`config.mk`:
```
export PLATFORM = sky130hd
export DESIGN_NAME = mem_arbiter_rr
export DESIGN_NICKNAME = d
export VERILOG_FILES = /design/src/rtl/mem_arbiter_rr.sv
export SDC_FILE = /design/constraint.sdc
export NUM_CORES = 2
export LEC_CHECK = 0
export ABC_AREA = 1
export BUFFER_PORTS_ARGS = -buffer_cell sky130_fd_sc_hd__buf_2
export CORE_AREA = 2 2 565 567
export DETAILED_ROUTE_END_ITERATION = 10
export DIE_AREA = 0 0 567 569
export GPL_TIMING_DRIVEN = 0
export SETUP_SLACK_MARGIN = 0.05
export SLEW_MARGIN = 10
export SYNTH_ARGS = -nofsm -noshare
export SYNTH_HDL_FRONTEND = slang
export SYNTH_SLANG_ARGS = --single-unit
```
`constraint.sdc`:
```
create_clock -name clk -period 8.95 [get_ports clk]
set_clock_uncertainty 0.15 [all_clocks]
set_input_delay 0.4475 -clock clk [delete_from_list [all_inputs] [get_ports clk]]
set_output_delay 0.4475 -clock clk [all_outputs]
set_load 0.05 [all_outputs]
```
`src/rtl/mem_arbiter_rr.sv`:
```
// N-port memory arbiter between L1 requesters and the L2 / cacheline adaptor.
// One downstream transaction at a time, round-robin or fixed-priority selection.
module mem_arbiter_rr #(
    parameter int NUM_PORTS = 2,
    parameter int LINE_W    = 256,
    parameter int ADDR_W    = 32,
    parameter int RR_MODE   = 1,
    parameter int CNT_W     = 32
) (
    input  logic                        clk,
    input  logic                        reset_n,
    input  logic [NUM_PORTS-1:0]        up_read,
    input  logic [NUM_PORTS-1:0]        up_write,
    input  logic [NUM_PORTS*ADDR_W-1:0] up_address,
    input  logic [NUM_PORTS*LINE_W-1:0] up_wdata,
    output logic [LINE_W-1:0]           up_rdata,
    output logic [NUM_PORTS-1:0]        up_resp,
    output logic                        mem_read,
    output logic                        mem_write,
    output logic [ADDR_W-1:0]           mem_address,
    output logic [LINE_W-1:0]           mem_wdata,
    input  logic [LINE_W-1:0]           mem_rdata,
    input  logic                        mem_resp,
    output logic [NUM_PORTS*CNT_W-1:0]  grant_count,
    output logic                        busy
);

    localparam int IDX_W = (NUM_PORTS > 1) ? $clog2(NUM_PORTS) : 1;

    typedef enum logic [1:0] {
        IDLE    = 2'd0,
        BUSY    = 2'd1,
        RELEASE = 2'd2
    } arbState_t;

    arbState_t              r_state;
    logic [IDX_W-1:0]       r_lastGrant;
    logic [IDX_W-1:0]       r_grantIdx;
    logic                   r_memRead;
    logic                   r_memWrite;
    logic [ADDR_W-1:0]      r_addr;
    logic [LINE_W-1:0]      r_wdata;
    logic [LINE_W-1:0]      r_rdata;
    logic                   r_busy;
    logic [CNT_W-1:0]       r_cnt [NUM_PORTS];

    logic [NUM_PORTS-1:0]   w_req;
    logic [IDX_W-1:0]       w_winner;
    logic                   w_found;
    logic                   w_respFire;
    logic [NUM_PORTS-1:0]   w_resp;
    int                     w_idx;

    assign w_req = up_read | up_write;

    // Scan starts just after the last winner in round-robin mode, at port 0 otherwise.
    always_comb begin
        w_winner = '0;
        w_found  = 1'b0;
        w_idx    = 0;
        for (int k = 1; k <= NUM_PORTS; k++) begin
            if (RR_MODE != 0) begin
                w_idx = (int'(r_lastGrant) + k) % NUM_PORTS;
            end else begin
                w_idx = k - 1;
            end
            if (!w_found && w_req[IDX_W'(w_idx)]) begin
                w_winner = IDX_W'(w_idx);
                w_found  = 1'b1;
            end
        end
    end

    assign w_respFire = (r_state == BUSY) && mem_resp && reset_n;

    always_comb begin
        w_resp = '0;
        if (w_respFire) begin
            w_resp[r_grantIdx] = 1'b1;
        end
    end

    always_ff @(posedge clk) begin
        if (!reset_n) begin
            r_state     <= IDLE;
            r_lastGrant <= IDX_W'(NUM_PORTS - 1);
            r_grantIdx  <= '0;
            r_memRead   <= 1'b0;
            r_memWrite  <= 1'b0;
            r_addr      <= '0;
            r_wdata     <= '0;
            r_rdata     <= '0;
            r_busy      <= 1'b0;
            for (int i = 0; i < NUM_PORTS; i++) begin
                r_cnt[i] <= '0;
            end
        end else begin
            case (r_state)
                IDLE: begin
                    if (w_found) begin
                        r_grantIdx <= w_winner;
                        r_memWrite <= up_write[w_winner];
                        r_memRead  <= ~up_write[w_winner];
                        r_addr     <= up_address[w_winner*ADDR_W +: ADDR_W];
                        r_wdata    <= up_wdata[w_winner*LINE_W +: LINE_W];
                        r_busy     <= 1'b1;
                        if (r_cnt[w_winner] != '1) begin
                            r_cnt[w_winner] <= r_cnt[w_winner] + CNT_W'(1);
                        end
                        r_state    <= BUSY;
                    end
                end
                BUSY: begin
                    if (mem_resp) begin
                        r_memRead   <= 1'b0;
                        r_memWrite  <= 1'b0;
                        r_rdata     <= mem_rdata;
                        r_lastGrant <= r_grantIdx;
                        r_state     <= RELEASE;
                    end
                end
                RELEASE: begin
                    // Idle turnaround cycle so the granted cache can drop its request.
                    r_busy  <= 1'b0;
                    r_state <= IDLE;
                end
                default: begin
                    r_busy  <= 1'b0;
                    r_state <= IDLE;
                end
            endcase
        end
    end

    for (genvar g = 0; g < NUM_PORTS; g++) begin : g_cnt
        assign grant_count[g*CNT_W +: CNT_W] = r_cnt[g];
    end

    assign up_resp     = w_resp;
    assign up_rdata    = w_respFire ? mem_rdata : r_rdata;
    assign mem_read    = r_memRead;
    assign mem_write   = r_memWrite;
    assign mem_address = r_addr;
    assign mem_wdata   = r_wdata;
    assign busy        = r_busy;

endmodule

```
==> results.py <==
metrics = {
    "floorplan": {
        "coreArea_mm2": 0.317,
        "die_area_mm2": 0.323,
        "start_util_pct": 8.11,
        "io-pin-count": 1452,
        "die_h_um": 569,
        "fp.dieW_um": 567,
        "rows": 207,
    },
    "sta": {
        "setup_viol": 0,
        "period_share_pct": 50.9,
        "relSlewSlack_pct": 12.5,
        "period_needed_ns": 4.56,
        "tns_ns": 0,
        "hold_ws_ns": 0.143,
        "fin_ws_ns": 4.39,
        "worst_pin_slew_ns": 1.31,
        "grt_setup_unrepaired": "false",
        "drv_slew": 0,
        "max_freq_ghz": 0.219,
        "finalHoldViolations": 0,
    },
    "synth": {
        "syn-num-nets": 4291,
        "syn_inst": 3451,
        "yosys_warnings": 0,
        "ys_seq_area_share_pct": 50.4,
        "syn-cell-area_mm2": 0.0257,
        "synth_cell_type_count": 29,
        "syn_area_per_cell_um2": 7.44,
        "postSynthRegisterBits": 615,
    },
    "clock_network": {
        "cts_buffers": 80,
        "postCtsSetupBuffers": 0,
        "htree_levels": 3,
        "cts_buffer_depth": 4,
        "clk_pin_slew_worst_paths_ns": 0.06,
        "hold_buffers": 830,
        "cts.sinks": 615,
        "root_buffer": "clkbuf_16",
        "cts_resized": 0,
        "clk_latency_ns": 0.76,
        "cts_tree": "yes",
    },
    "routing": {
        "drc": 0,
        "dr.pass1.iters": 8,
        "wl_per_cell_um": 27.4,
        "routed-via-count": 37686,
        "viasPerCell": 3.70,
        "routed_wl_mm": 280,
        "dr.first_iter.drc_count": 3440,
        "ant_nets": 0,
    },
    "setup_path": {
        "required_ns": 8.35,
        "crit_chain": "inv_1 > nor2_1 > nand2_1 > nor2_4 > buf_12 > clkbuf_1 > clkbuf_1 > nand2_1 > o21ai_0 > buf_2",
        "cpPeakStageDelay_ns": 0.60,
        "end_kind": "primary output",
        "start_kind": "register",
        "cp.arrival_ns": 3.96,
        "crit_fanout": 10,
        "crit_slowest_cell": "clkbuf_1",
        "critPathKind": "register to primary output",
    },
    "placement": {
        "gp_congestion": 1.04,
        "io_buffers": 1449,
        "pre_cts_ws_ns": 4.15,
        "hpwlAfterDp_mm": 237,
        "place_inst": 9087,
        "dpl_cell_area_mm2": 0.0383,
    },
    "flow_run": {
        "cap_violations": 0,
    },
    "cells_and_area": {
        "final_cell_count_no_fill": 10198,
        "drive_above_1_share_pct": 28.0,
        "stdcell_area_mm2": 0.0496,
        "syn_to_final_growth_pct": 93.1,
        "final_nets": 6659,
    },
    "power_and_ir_drop": {
        "p_leak_nw": 21.4,
        "ir_worst_vdd_v": 0.000122,
        "power_density_mw_per_mm2": 200,
    },
    "global_routing": {
        "overflow": 0,
        "grt_max_degree": 23,
        "grt_usage_pct": 16.5,
        "antenna_found_initial": 237,
        "grt_pass1_vias": 35158,
        "grt_pass1_wl_mm": 348,
    },
    "status": {
        "status": "complete, no violations",
    },
    "min_path": {
        "hold_path_class": "primary input to register",
    },
}
## sequential cells by signal, indices dropped and copies added (netlist names)
signal / count
mem_wdata: 256
mem_write: 1
r_grantIdx: 1
r_cnt: 64
r_rdata: 256
busy: 1
mem_address: 32
r_lastGrant: 1
mem_read: 1
r_state: 2
## cells in the final DEF, fill, tap and decap left out, types with 112 or more instances in the layout
cell,netlist,layout
a31oi_1,289,289
buf_2,23,1472
clkbuf_1,209,214
dfxtp_1,551,551
diode_2,0,143
dlygate4sd3_1,0,830
inv_1,292,292
nand2_1,1000,998
nor2_1,113,112
o21ai_0,804,804
## path summary, 6_finish.rpt
kind,cells past startpoint,start,slack [ns],endpoint
max,10,r_state[0],4.39,up_rdata[197]
max reg2reg,8,r_lastGrant,4.84,mem_wdata[206]
min,3,mem_rdata[44],0.14,r_rdata[44]
min reg2reg,2,busy,0.31,busy
## layer usage
metal	up-vias	routed length [um]	track usage, %
met2	2718	127000	27.2
met3	807	35400	7.64
met1	17663	94100	16.8
met4	110	22400	10.5
met5	-	758	0
li1	16388	-	-
## metrics by stage
stage,power (W),util (%)
after CTS,0.00992,15.5
final,0.00990,15.7
after global placement,0.00607,12.0
after floorplan,0.00480,-
after detailed placement,0.00608,12.1
after global routing,0.0102,15.6
## power by group
part	total, W	leakage, nW	switching, W	internal (W)
Combinational	0.00333	15.0	0.00242	0.000919
Clock	0.00334	1.26	0.00145	0.00189
Sequential	0.00322	5.21	0.000169	0.00305
## synth_stat cells
library cell | number | area share (%)
o31ai_1 | 1 | 0.029
a21oi_1 | 3 | 0.058
xor2_1 | 8 | 0.27
buf_1 | 13 | 0.19
nand3_4 | 2 | 0.14
inv_2 | 1 | 0.015
edfxtp_1 | 64 | 7.5
dfxtp_1 | 551 | 43
nand2_1 | 1000 | 15
nor2_2 | 5 | 0.12
buf_6 | 8 | 0.35
o21bai_1 | 3 | 0.088
and2_1 | 1 | 0.024
nand3_1 | 35 | 0.68
o21ai_4 | 1 | 0.063
clkbuf_1 | 209 | 3.1
o41ai_1 | 1 | 0.034
nand3_2 | 2 | 0.078
nor2_1 | 113 | 1.7
nand2_2 | 7 | 0.17
xnor2_1 | 7 | 0.24
inv_1 | 292 | 4.3
nor2_4 | 2 | 0.088
buf_2 | 23 | 0.45
o21ai_0 | 804 | 16
a31oi_1 | 289 | 7.0
nand4_1 | 1 | 0.024
ha_1 | 1 | 0.049
buf_4 | 4 | 0.12
## final cells by class
class,count,area (um^2)
multi-input combinational,2286,10600
clock inverter,30,319
buffer,257,1080
antenna,143,358
timing repair buffer,2286,15700
sequential,615,13000
inverter,293,1100
fill,36257,267000
clock buffer,108,2260
tap,4180,5230
## worst max-delay path, delay by kind of cell (launching register included)
kind / cells / cell delay (ns)
buffers and inverters: 5 / 1.83
DFF: 1 / 0.33
and+or+nand+nor: 4 / 0.66
AOI/OAI and AO/OA: 1 / 0.33
## kinds of logic (layout without fill, tap and decap cells)
group                      count (synthesis)  in the layout  synth area share (%)
DFF                                      615            615                  50.4
other                                      0            143                     0
and+or+nand+nor                         1168           1168                  17.6
AOI/OAI and AO/OA                       1102           1102                  23.0
xor gates and xnor gates                  15             15                 0.512
adders and majority gates                  1              1                0.0487
buffers and inverters                    550           2974                  8.44
No activity file was read; power rests on OpenSTA's default activity.
